**src/rtl/rr_vc_arb_lock.sv**
```systemverilog
// Per-VN round-robin VC arbiter with optional grant locking; 1-cycle registered grant.
// Backpressure: a VN grants only while avail_i is high; a locked grant is held until its release strobe.
module rr_vc_arb_lock #(
    parameter  int NUM_VC      = 4,
    parameter  int NUM_VN      = 3,
    parameter  int LOCK_EN     = 1,
    localparam int bits_VC     = (NUM_VC > 1) ? $clog2(NUM_VC) : 1,
    localparam int NUM_VN_X_VC = NUM_VC * NUM_VN
) (
    input  logic                        clk,
    input  logic                        rst_n,
    input  logic [NUM_VN_X_VC-1:0]      req_i,
    input  logic [NUM_VN_X_VC-1:0]      release_i,
    input  logic [NUM_VN-1:0]           avail_i,
    output logic [NUM_VN_X_VC-1:0]      grant_o,
    output logic [NUM_VN-1:0]           grant_vld_o,
    output logic [NUM_VN*bits_VC-1:0]   grant_id_o
);

    localparam logic [0:0] IDLE   = 1'b0;
    localparam logic [0:0] LOCKED = 1'b1;

    for (genvar vn = 0; vn < NUM_VN; vn++) begin : g_vn
        logic [NUM_VC-1:0]  req_vn;
        logic [NUM_VC-1:0]  rel_vn;
        logic [NUM_VC-1:0]  grant_q, grant_d;
        logic [bits_VC-1:0] ptr_q, ptr_d;
        logic [bits_VC-1:0] id_q, id_d;
        logic [bits_VC-1:0] win;
        logic               vld_q, vld_d;
        logic               any_req;
        logic               rel_hit;
        logic [0:0]         state_q, state_d;

        assign req_vn  = req_i[vn*NUM_VC +: NUM_VC];
        assign rel_vn  = release_i[vn*NUM_VC +: NUM_VC];
        assign rel_hit = |(rel_vn & grant_q);

        // Scan VCs starting at ptr, wrapping modulo NUM_VC so non-power-of-two sizes stay in range.
        always_comb begin : arb
            int               idx;
            logic [bits_VC-1:0] idx_w;
            any_req = 1'b0;
            win     = '0;
            idx     = 0;
            idx_w   = '0;
            for (int i = 0; i < NUM_VC; i++) begin
                idx = int'(ptr_q) + i;
                if (idx >= NUM_VC) begin
                    idx = idx - NUM_VC;
                end
                idx_w = bits_VC'(idx);
                if (!any_req && req_vn[idx_w]) begin
                    any_req = 1'b1;
                    win     = idx_w;
                end
            end
        end

        always_comb begin : nxt
            state_d = state_q;
            ptr_d   = ptr_q;
            grant_d = grant_q;
            id_d    = id_q;
            vld_d   = vld_q;
            case (state_q)
                LOCKED: begin
                    if (rel_hit) begin
                        state_d = IDLE;
                        grant_d = '0;
                        id_d    = '0;
                        vld_d   = 1'b0;
                    end
                end
                default: begin
                    if (avail_i[vn] && any_req) begin
                        grant_d      = '0;
                        grant_d[win] = 1'b1;
                        id_d         = win;
                        vld_d        = 1'b1;
                        ptr_d        = (int'(win) == NUM_VC - 1) ? '0 : win + 1'b1;
                        state_d      = (LOCK_EN != 0) ? LOCKED : IDLE;
                    end else begin
                        grant_d = '0;
                        id_d    = '0;
                        vld_d   = 1'b0;
                        state_d = IDLE;
                    end
                end
            endcase
        end

        always_ff @(posedge clk or negedge rst_n) begin
            if (!rst_n) begin
                state_q <= IDLE;
                ptr_q   <= '0;
                grant_q <= '0;
                id_q    <= '0;
                vld_q   <= 1'b0;
            end else begin
                state_q <= state_d;
                ptr_q   <= ptr_d;
                grant_q <= grant_d;
                id_q    <= id_d;
                vld_q   <= vld_d;
            end
        end

        assign grant_o[vn*NUM_VC +: NUM_VC]     = grant_q;
        assign grant_vld_o[vn]                  = vld_q;
        assign grant_id_o[vn*bits_VC +: bits_VC] = id_q;
    end

endmodule
```
**config.mk**
```make
export PLATFORM = sky130hd
export DESIGN_NAME = rr_vc_arb_lock
export DESIGN_NICKNAME = d
export VERILOG_FILES = /design/src/rtl/rr_vc_arb_lock.sv
export SDC_FILE = /design/constraint.sdc
export NUM_CORES = 1
export LEC_CHECK = 0
export CAP_MARGIN = 40
export CORE_UTILIZATION = 40
export CTS_BUF_LIST = sky130_fd_sc_hd__clkbuf_8
export DETAILED_ROUTE_END_ITERATION = 10
export MAX_ROUTING_LAYER = met4
export PLACE_DENSITY = 0.68
export SYNTH_ARGS = -nofsm -noshare
export SYNTH_HDL_FRONTEND = slang
export SYNTH_SLANG_ARGS = --single-unit
```
**constraint.sdc**
```tcl
create_clock -name clk -period 1.9 [get_ports clk]
set_input_delay 0.285 -clock clk [delete_from_list [all_inputs] [get_ports clk]]
set_output_delay 0.285 -clock clk [all_outputs]
set_load 0.005 [all_outputs]
```
; After elaboration in Yosys (flattened, before gate mapping)
; Index checks and enable logic that the tools add are counted.
[totals]
reg_bits = 30
latchBits = 0
ram_bits = 0
mem_bits_ro = 0
inputBits = 29
wordCells = 213
n_memories = 0
[op_classes]
addsub = 24
multipliers = 0
n_div = 0
order_cmp = 30
eq_ne = 6
n_shift = 0
n_mux = 102
bitwise = 6
n_reduce_logical = 30
[ops]
columns = op, n
row1 = $mux W2, 36
row2 = $lt A2 B3 Y1 const B, 15
row3 = $mux W1, 42
row4 = $mux W4, 9
row5 = $ge A3 B3 Y1 const B, 9
row6 = $bmux W1 S2, 12
row7 = $sub A2 B1 Y2 const B, 12
row8 = $add A2 B2 Y3 const B, 6
row9 = $logic_and A1 B1 Y1, 15
row10 = $and A4 B4 Y4, 3
row11 = $reduce_or A4 Y1, 3
row12 = $add A2 B1 Y3 const B, 3
row13 = $ge A2 B3 Y1 const B, 3
row14 = $logic_not A1 Y1, 9
row15 = $add A2 B1 Y2 const B, 3
row16 = $demux W1 S2, 3
row17 = $eq A2 B1 Y1 const B, 3
row18 = $ge A2 B1 Y1 const B, 3
row19 = $ne A2 B2 Y1 const B, 3
row20 = $reduce_and A2 Y1, 3
row21 = $not A1 Y1, 3

; Depth between registers and ports, before layout
[logic_depth]
word_depth = 20
depth_mapped = 6
depth_no_buf = 6

; Worst setup path before layout
; Ideal clock, no wire load.
[synth_timing]
path_type = register to register
from = register g_vn[0].ptr_q[1]
to = register g_vn[0].ptr_q[1]
setup_time_ns = 0.128
arrival_ns = 1.574
required_time_ns = 1.772
path_slack_ns = 0.199
path_stages_with_launch = 6
n_path_buf = 0
period_less_slack_ns = 1.701
path_cell_list = dfrtp_1 > and3b_1 > o21a_1 > a211oi_2 > ha_1 > mux2_1
[synth_via]
elab_chain_len = 16
[synth_lines]
columns = element, line_no
row1 = "start, declared", 27  ; logic [bits_VC-1:0] ptr_q, ptr_d;
row2 = "start signal, assigned", 102  ; ptr_q <= ptr_d;
row3 = "parallel branches: the longest is 16 deep, another holds $add A2 B1 Y3", -
; Parallel ways; which one is timed is not known. The select of a mux whose other input is x is not followed.
; A chain may end at the register's enable or synchronous reset.

; Worst setup path after layout
[layout_timing]
from = input port req_i[3]
to = register g_vn[0].ptr_q[1]
[layout_via]
elab_chain_len = 14
[layout_lines]
columns = element, line_no
row1 = "start, declared", 12  ; input logic [NUM_VN_X_VC-1:0] req_i,
row2 = $bmux W1 S2, 53  ; if (!any_req && req_vn[idx_w]) begin
row3 = $mux W1 (not written as such), 53
row4 = $mux W1, 53
row5 = $logic_not A1 Y1, 53
row6 = $logic_and A1 B1 Y1, 53
row7 = $mux W1, 53
row8 = $logic_not A1 Y1, 53
row9 = $logic_and A1 B1 Y1, 53
row10 = $mux W1, 53
row11 = $logic_not A1 Y1, 53
row12 = $logic_and A1 B1 Y1, 53
row13 = $mux W2 / $mux W1 (equally long branches), 53
row14 = $add A2 B1 Y2 (tied with other cells), 81  ; ptr_d = (int'(win) == NUM_VC - 1) ? '0 : win + 1'b1;
row15 = $mux W2 / $reduce_and A2 Y1 (equally long branches), -
; Parallel ways exist; a longest one is shown, timed or not. The select of a mux whose other input is x is not followed.

==> reports/results.txt <==
Clock slew at reported path FFs = 60 ps
Share of layout cells above drive strength 1 = 16.83%
EDFF count, synth = 0
Via/cell ratio = 5.320
Port Buffers = 49
Status = completed
Endpoints failing setup = 0
Largest fanout on the critical path = 4
Worst slack, placed = -297.0 ps
RSZ-0062 raised after global routing = yes
Cell Pwr Density = 1385 nW/um^2
Least-Margin Pin Slew = 368.3 ps
Peak VDD IR = 0.6334 mV
Setup crit end kind = register
Die width = 65.18 um
Ys async rst share = 100.0%
Final Critical Period = 1850 ps
Synth-to-Final Area Change = 47.02%
Hold Crit Class = in -> async
First-pass GRT wire length = 6299 um
Via count = 1362
Die span in y = 65.18 um
Worst Path Required = 2060 ps
Antenna violations before repair = 0
Num CTS Buffers = 5
Setup TNS Final = 0 ps
Core area = 3744 um^2
DR pass1 iterations = 4
Critical Path AT = 2010 ps
Clock sink count = 30
FF-to-FF End = g_vn[0].ptr_q[1]
Initial Util = 42.65%
Slew Limit Fails = 0
Type of origin of the critical path = input port
Layout Nets = 248
Most used DFF post-synth = dfrtp_1
Mean post-synth cell area = 11.49 um^2
DRC viols = 0
Die ar. = 4248 um^2
Routed WL = 3712 um
Root buffer cell = clkbuf_8
CP Class = in -> reg
Max H-tree Level = 2
Skew-Pair Late Insertion Delay = 280 ps
Cts hold-fix bufs = 0
ANT cells = 0
Final Cycle Share = 97.37%
# fillers = 324
Wire per inst = 14.50 um
I/O pins = 50
# rows = 22
Final hold vios = 0
Post-DRT Antenna Nets = 0
Final Worst Setup Slack = 50.03 ps
Final GP Congestion = 0.8666
Layout Skew = 4.055 ps
Library cells used by synthesis = 29
Max Cap Viol = 0
Number of synthesized register bits = 30
Syn nets = 180
Remaining Overflow, GRT = 0
Register area share after synthesis = 47.02%
Rel. slew slack = 75.19%
Reg-to-reg slack, setup = 120 ps
CP startpoint = req_i[3]
Setup bufs post-CTS = 0
R2r worst-path depth = 5
TritonCTS clock tree = built
Number of global-route vias before repair = 1443
CTS max path bufs = 2
Post-Syn Instances = 139
Pin count of the biggest net entering global routing = 31
Total power draw = 0.003251 W
Dpl hpwl = 2801 um
P_leak = 1.111 nW
YS warnings = 0
Fmax = 0.5406 GHz
Crit Reg-Reg Startpoint = g_vn[0].ptr_q[1]
Overall routing resource usage = 20.32%
Initial drt markers = 73
Area of the mapped netlist = 1597 um^2
==> stage by stage <==
stage,hold slack [ps],instance area (um^2),instances,utilization (%)
finish,400.6,2347,256,62.70
global route,429.2,2347,256,62.70
CTS,406.1,2328,256,62.20
detailed placement,472.0,2237,248,59.76
global placement,462.2,2237,248,59.76
floorplan,-10.59,1597,139,-
==> critical path, stage by stage <==
cell and delay (ps):
clkdlybuf4s50_1 500, buf_4 140, nand2_1 50, o211a_1 160, a311oi_4 300, ha_1 290
mux2_1 290
==> cell type report <==
type / count / area, um^2 / share of cell area, %
Clock inverter: 2 / 8.758 / 0.3731
Inverter: 11 / 41.29 / 1.759
Tap cell: 48 / 60.06 / 2.559
Sequential cell: 30 / 750.7 / 31.98
Clock buffer: 6 / 82.58 / 3.518
Multi-Input combinational cell: 90 / 763.2 / 32.52
Timing Repair Buffer: 69 / 640.6 / 27.29
==> routing by layer <==
layer  track usage (%)  part of all wire (%)  routed length [um]
met5                 -                     0                   0
met4             6.522                  0.84                  31
met3             4.861                   5.4                 200
met2             35.57                    49                1814
met1             22.70                    45                1665
==> Yosys cell counts (all sizes together) (2+ instances only) <==
library cell	n	share of area [%]
a21o	3	1.4
a21oi	10	3.1
a222oi	3	1.9
a22o	18	9.9
a311oi	3	2.8
and3	3	1.2
buf	8	3.8
dfrtp	30	47
ha	12	9.4
inv	11	2.6
mux2	3	2.6
mux2i	2	1.3
nand2	4	0.94
nand2b	3	1.2
nor2	8	1.9
nor2b	3	1.2
o21ai	3	0.94
o2bb2a	2	1.3
o41a	2	1.4
or2	3	1.2
==> worst max-delay path by stage <==
stage | endpoint | slack (ps) | cells past startpoint
2_1_floorplan | g_vn[0].ptr_q[1] | 200 | 5
3_5_place_dp | g_vn[0].ptr_q[1] | -300 | 6
4_1_cts | g_vn[0].ptr_q[1] | 8 | 7
5_1_grt | g_vn[0].ptr_q[1] | -20 | 7
6_report | g_vn[0].ptr_q[1] | 50 | 7
3_3_place_gp | g_vn[0].ptr_q[1] | -130 | 6
==> kinds of logic (layout without fill, tap and decap cells) <==
| family | after synthesis | in the layout | synth area share, % |
|---|---|---|---|
| multiplexers | 5 | 5 | 3.840 |
| AO/OA/AOI/OAI | 48 | 48 | 25.31 |
| AND/OR/NAND/NOR | 25 | 25 | 8.073 |
| buffers and inverters | 19 | 88 | 6.348 |
| flip-flops | 30 | 30 | 47.02 |
| adder cells (fa/ha/maj) | 12 | 12 | 9.404 |
==> where the power goes <==
part / internal, W / switching [W]
Sequential: 0.000924 / 0.000246
Combinational: 0.000926 / 0.000645
Clock: 0.000286 / 0.000223
Total: 0.00214 / 0.00111
==> flip-flops by register name, summed over array words and instances, names as in the netlist <==
| register | cells |
|---|---|
| g_vn.grant_q | 12 |
| g_vn.id_q | 6 |
| g_vn.ptr_q | 6 |
| g_vn.state_q | 3 |
| g_vn.vld_q | 3 |
==> timing repair <==
item / CTS / global route
pin swaps: 1 / 2
setup endpoints to repair: 1 / 7
gates cloned: 0 / 0
resized for setup: 0 / 2
==> cells in the final DEF (no fill, tap or decap), types with 2 or more instances in the layout <==
master | synthesis | layout
a21o_1 | 3 | 3
a21oi_1 | 10 | 10
a222oi_1 | 3 | 3
a22o_1 | 18 | 18
a311oi_2 | 3 | 2
and3_1 | 3 | 3
buf_4 | 3 | 20
clkbuf_8 | 0 | 6
clkdlybuf4s50_1 | 0 | 49
dfrtp_1 | 30 | 30
ha_1 | 12 | 12
inv_1 | 11 | 12
mux2_4 | 2 | 2
mux2i_1 | 2 | 2
nand2_1 | 4 | 4
nand2b_1 | 3 | 3
nor2_1 | 8 | 8
nor2b_1 | 3 | 3
o21ai_0 | 3 | 3
o2bb2a_1 | 2 | 2
o41a_1 | 2 | 2
or2_1 | 2 | 2
Power figures use the tool's default switching activity.
